===== config.mk =====
export PLATFORM = sky130hd
export DESIGN_NAME = ysyx_23060187_mem_arbiter
export DESIGN_NICKNAME = d
export VERILOG_FILES = /design/src/rtl/ysyx_23060187_mem_arbiter.sv
export SDC_FILE = /design/constraint.sdc
export NUM_CORES = 1
export LEC_CHECK = 0
export CORE_MARGIN = 5
export CORE_UTILIZATION = 41
export CTS_CLUSTER_DIAMETER = 200
export CTS_CLUSTER_SIZE = 20
export DETAILED_ROUTE_END_ITERATION = 10
export PLACE_DENSITY_LB_ADDON = 0.15
export SYNTH_ARGS = -nofsm -noshare
export SYNTH_HDL_FRONTEND = slang
export SYNTH_SLANG_ARGS = --single-unit

===== constraint.sdc =====
create_clock -name clk -period 4.45 [get_ports clk]
set_input_delay 0.445 -clock clk [delete_from_list [all_inputs] [get_ports clk]]
set_output_delay 0.445 -clock clk [all_outputs]
set_load 0.05 [all_outputs]

===== src/rtl/ysyx_23060187_mem_arbiter.sv =====
// Shares one memory port between IFU fetches and LSU loads/stores: LSU has fixed priority,
// IFU is forced through after STARVE_LIMIT losses, and a stuck memory yields an error response.
module ysyx_23060187_mem_arbiter #(
  parameter int ADDR_W       = 32,
  parameter int DATA_W       = 32,
  parameter int STARVE_LIMIT = 4,
  parameter int TIMEOUT      = 256
) (
  input  logic                clk,
  input  logic                rst,
  input  logic                ifu_req_valid,
  output logic                ifu_req_ready,
  input  logic [ADDR_W-1:0]   ifu_addr,
  output logic                ifu_resp_valid,
  input  logic                lsu_req_valid,
  output logic                lsu_req_ready,
  input  logic [ADDR_W-1:0]   lsu_addr,
  input  logic                lsu_wen,
  input  logic [DATA_W-1:0]   lsu_wdata,
  input  logic [DATA_W/8-1:0] lsu_wmask,
  output logic                lsu_resp_valid,
  output logic [DATA_W-1:0]   resp_rdata,
  output logic                resp_err,
  output logic                mem_req_valid,
  input  logic                mem_req_ready,
  output logic [ADDR_W-1:0]   mem_addr,
  output logic                mem_wen,
  output logic [DATA_W-1:0]   mem_wdata,
  output logic [DATA_W/8-1:0] mem_wmask,
  input  logic                mem_resp_valid,
  input  logic [DATA_W-1:0]   mem_rdata,
  output logic                busy,
  output logic                owner
);

  localparam int MASK_W = DATA_W / 8;
  localparam int SW     = $clog2(STARVE_LIMIT + 1);
  localparam int TW     = $clog2(TIMEOUT);
  localparam logic [SW-1:0] STARVE_MAX = SW'(STARVE_LIMIT);
  localparam logic [TW-1:0] TIMER_MAX  = TW'(TIMEOUT - 1);

  typedef enum logic [1:0] {IDLE, REQ, WAIT, RESP} state_e;

  state_e              state_q, state_d;
  logic [SW-1:0]       starve_q, starve_d;
  logic [TW-1:0]       timer_q, timer_d;
  logic [ADDR_W-1:0]   addr_q, addr_d;
  logic                wen_q, wen_d;
  logic [DATA_W-1:0]   wdata_q, wdata_d;
  logic [MASK_W-1:0]   wmask_q, wmask_d;
  logic [DATA_W-1:0]   rdata_q, rdata_d;
  logic                err_q, err_d;
  logic                owner_q, owner_d;
  logic                grant_ifu, grant_lsu;

  always_ff @(posedge clk or posedge rst) begin
    if (rst) begin
      state_q  <= IDLE;
      starve_q <= '0;
      timer_q  <= '0;
      addr_q   <= '0;
      wen_q    <= 1'b0;
      wdata_q  <= '0;
      wmask_q  <= '0;
      rdata_q  <= '0;
      err_q    <= 1'b0;
      owner_q  <= 1'b0;
    end else begin
      state_q  <= state_d;
      starve_q <= starve_d;
      timer_q  <= timer_d;
      addr_q   <= addr_d;
      wen_q    <= wen_d;
      wdata_q  <= wdata_d;
      wmask_q  <= wmask_d;
      rdata_q  <= rdata_d;
      err_q    <= err_d;
      owner_q  <= owner_d;
    end
  end

  always_comb begin
    state_d   = state_q;
    starve_d  = starve_q;
    timer_d   = timer_q;
    addr_d    = addr_q;
    wen_d     = wen_q;
    wdata_d   = wdata_q;
    wmask_d   = wmask_q;
    rdata_d   = rdata_q;
    err_d     = err_q;
    owner_d   = owner_q;
    grant_ifu = 1'b0;
    grant_lsu = 1'b0;
    case (state_q)
      IDLE: begin
        // Grants are gated by rst so the readies read 0 while reset is held.
        if (!rst) begin
          if (lsu_req_valid && !(ifu_req_valid && starve_q == STARVE_MAX)) begin
            grant_lsu = 1'b1;
          end else if (ifu_req_valid) begin
            grant_ifu = 1'b1;
          end
        end
        if (grant_lsu) begin
          addr_d   = lsu_addr;
          wen_d    = lsu_wen;
          wdata_d  = lsu_wdata;
          wmask_d  = lsu_wmask;
          owner_d  = 1'b1;
          state_d  = REQ;
          starve_d = !ifu_req_valid ? '0 :
                     (starve_q == STARVE_MAX) ? STARVE_MAX : starve_q + 1'b1;
        end else if (grant_ifu) begin
          addr_d   = ifu_addr;
          wen_d    = 1'b0;
          wdata_d  = '0;
          wmask_d  = '0;
          owner_d  = 1'b0;
          state_d  = REQ;
          starve_d = '0;
        end
      end
      REQ: begin
        if (mem_req_ready) begin
          state_d = WAIT;
          timer_d = '0;
        end
      end
      WAIT: begin
        // A response landing on the final timer cycle still counts as a success.
        if (mem_resp_valid) begin
          rdata_d = mem_rdata;
          err_d   = 1'b0;
          state_d = RESP;
        end else if (timer_q == TIMER_MAX) begin
          rdata_d = '0;
          err_d   = 1'b1;
          state_d = RESP;
        end else begin
          timer_d = timer_q + 1'b1;
        end
      end
      RESP: state_d = IDLE;
      default: state_d = IDLE;
    endcase
  end

  assign ifu_req_ready  = grant_ifu;
  assign lsu_req_ready  = grant_lsu;
  assign mem_req_valid  = (state_q == REQ);
  assign mem_addr       = addr_q;
  assign mem_wen        = wen_q;
  assign mem_wdata      = wdata_q;
  assign mem_wmask      = wmask_q;
  assign ifu_resp_valid = (state_q == RESP) && !owner_q;
  assign lsu_resp_valid = (state_q == RESP) && owner_q;
  assign resp_rdata     = rdata_q;
  assign resp_err       = err_q;
  assign busy           = (state_q != IDLE);
  assign owner          = owner_q;

endmodule

==> run_results.csv <==
group,metric,value,unit
status,status,"complete, no violations",
yosys,ys_seq_area_share,57.8,%
detailed_routing,wl_met3,1490,um
final_layout,area_growth,63.0,%
setup_path,required,4.01,ns
yosys,yosys_warnings,0,
floorplan,coreArea,12000,um^2
setup_path,start_kind,"register",
floorplan,initial_core_util,41.8,%
detailed_routing,met2_wirelength,7230,um
yosys,synth_cell_types,41,
global_routing,grt_pass1_vias,4666,
pwr,p_leak,3.69,nW
final_layout,layout.nets,863,
detailed_routing,vias_per_cell,5.02,
placed_design,portBuffers,247,
setup_path,cp.arrival,2.61,ns
clock_network,clk_pin_slew,0.05,ns
setup_path,regToRegStartpoint,"state_q[0]",
clock_network,postCtsSetupRepairBufs,0,
sta,fin_crit,3.05,ns
detailed_routing,wirelength,14600,um
pwr,pwr-share-clk,20.2,%
detailed_routing,drcViolationCount,0,
yosys,netlist_instances,476,
yosys,syn_area,5020,um^2
setup_path,reg2reg_to,"timer_q[1]",
detailed_routing,antenna_left,0,
pwr,internal-power,3.57,mW
clock_network,cts_buffer_depth,2,
worst_hold_path,hold_start,"mem_addr[30]",
pwr,swShare,45.4,%
clock_network,htreeDepth,4,
floorplan,dieArea,14600,um^2
yosys,synth.area.top_cells,"dfrtp_1, nand2_1, mux2i_1, o21ai_1, a22o_1",
detailed_routing,drtIter0Drc,342,
floorplan,fp-row-count,40,
detailed_routing,top_layer,"met4",
yosys,synthTopCellsByCount,"dfrtp_1, nand2_1, o21ai_1",
setup_path,ff2ff_path_depth,7,
pwr,seqPwrFrac,27.1,%
detailed_routing,first_pass_iters,4,
setup_path,crit_start,"state_q[0]",
yosys,ys_ff_latch,116,
final_layout,diodes,0,
placed_design,hpwl,10900,um
yosys,avgSynthCellArea,10.5,um^2
global_routing,antenna_found_initial,0,
final_layout,drive_gt1_share,6.32,%
yosys,synth_nets,622,
yosys,ys.flop_type,"dfrtp_1",
setup_path,cp-end-kind,"primary output",
worst_hold_path,hold_path_depth,2,
sta,rsz0062_at_grt,"no",
sta,clock.fmax,328,MHz
setup_path,cp_max_fo,4,
floorplan,die_x,121,um
global_routing,grt_max_degree,82,
clock_network,cts_made_buffers,17,
floorplan,die_h,121,um
yosys,yosysTopAreaCell,"dfrtp_1",
clock_network,hold_buffers,0,
clock_network,tritoncts,"yes",
sta,fin_setup_tns,0,ns
clock_network,ctsResizeCount,0,
global_routing,grt_first_pass_wirelength,23300,um
pwr,p_switching,2.97,mW
detailed_routing,num_vias,4394,
sta,skew,0.00933,ns
clock_network,clock-root-buffer,"clkbuf_16",
placed_design,dp.cells,845,
yosys,netlist.area_leader.share,57.8,%
global_routing,grt_use_total,20.4,%
clock_network,clk_latency,0.40,ns
pwr,worst_ir_drop_vdd,0.000464,V
setup_path,reg2reg_slack,1.93,ns
sta,finalCritPeriodShare,68.6,%
yosys,synth_edf_count,0,
sta,setup_viol,0,
placed_design,finalWeightedCongestion,0.793,
detailed_routing,routedWlPerCell,16.7,um
yosys,async_flop_share,100,%
run,drv_cap,0,
sta,maxSlewViolCount,0,
sta,whs,0.474,ns
worst_hold_path,hold_path.class,"register to register",
clock_network,cts_sinks,116,
sta,worst_slew_pin_slew,1.02,ns
sta,final_hold_viol_count,0,
pwr,combinationalPowerShare,52.6,%
detailed_routing,met1_length,5640,um
worst_hold_path,hold_end,"mem_addr[30]",
final_layout,fin_cells,875,
yosys,yosysMostFrequentCell,"dfrtp_1",
pwr,p_per_area,801,nW/um^2
sta,slew_headroom,31.9,%
global_routing,gr-total-overflow,0,
setup_path,crit_type,"register to primary output",
floorplan,boundaryPins,248,
## routing by layer
layer  track usage (%)  up-vias
met5                 0        -
met4              7.72        0
met3              9.64       17
met2              34.0      183
met1              22.7     2058
li1                  -     2136
## layout make-up
class | instances | area (um^2)
clock buffer | 26 | 509
clock inverter | 4 | 70.1
fill | 951 | 3830
inverter | 11 | 43.8
multi-input combinational | 318 | 1950
sequential | 116 | 2900
tap | 147 | 184
timing repair buffer | 253 | 2520
## registers in the layout, summed over array words and instances, names as in the netlist
name,flops
starve_q,3
mem_addr,32
timer_q,8
mem_wdata,32
resp_rdata,32
owner,1
state_q,2
resp_err,1
mem_wen,1
mem_wmask,4
## stage by stage
| stage | total power [mW] | utilization, % | setup slack (ns) | area [um^2] |
|---|---|---|---|---|
| CTS | 6.62 | 68.1 | 1.37 | 8180 |
| global placement | 5.19 | 63.3 | 1.60 | 7600 |
| detailed placement | 5.26 | 63.3 | 1.60 | 7600 |
| finish | 6.55 | 68.1 | 1.40 | 8180 |
| floorplan | 4.01 | - | 0.264 | 5020 |
| global route | 6.88 | 68.1 | 1.24 | 8180 |
## how the worst max path moves through the flow
stage,slack (ns),cells past startpoint,endpoint
after detailed placement,1.60,5,ifu_req_ready
after global placement,1.60,5,ifu_req_ready
after CTS,1.37,6,ifu_req_ready
after floorplan,0.26,5,mem_addr[10]
final,1.40,6,ifu_req_ready
after global routing,1.24,6,ifu_req_ready
## power groups by stage
| stage | Combinational (mW) | Sequential, mW | Clock (mW) |
|---|---|---|---|
| global route | 3.64 | 1.84 | 1.40 |
| CTS | 3.49 | 1.78 | 1.35 |
| detailed placement | 3.47 | 1.79 | 0 |
| finish | 3.45 | 1.78 | 1.33 |
| global placement | 3.43 | 1.77 | 0 |
| floorplan | 0.806 | 3.20 | 0 |
## logic make-up after synthesis
family | after synthesis | synth area share, %
adder cells (fa/ha/maj) | 7 | 1.75
multiplexers | 37 | 7.40
flip-flops | 116 | 57.8
AO/OA/AOI/OAI | 129 | 16.7
AND/OR/NAND/NOR | 145 | 12.6
buffers and inverters | 42 | 3.64
## worst max-delay path, cell delays in order, from the launching register on
cell and delay, ns:
dfrtp_1 0.41, inv_1 0.09, ha_1 0.22, nor2b_1 0.36
nand3_1 0.16, inv_1 0.13, clkdlybuf4s50_1 0.83
## placed cells by master (no fill, tap or decap), types with 5 or more instances in the layout
cell	instances
dfrtp_1	116
inv_1	10
a21oi_1	5
nand3_1	5
a22o_1	32
o21ai_1	70
clkbuf_8	5
clkdlybuf4s50_1	247
buf_4	6
o21ai_0	5
ha_1	7
mux2i_1	36
clkbuf_16	17
nand2_1	115
No activity file was read; power rests on OpenSTA's default activity.
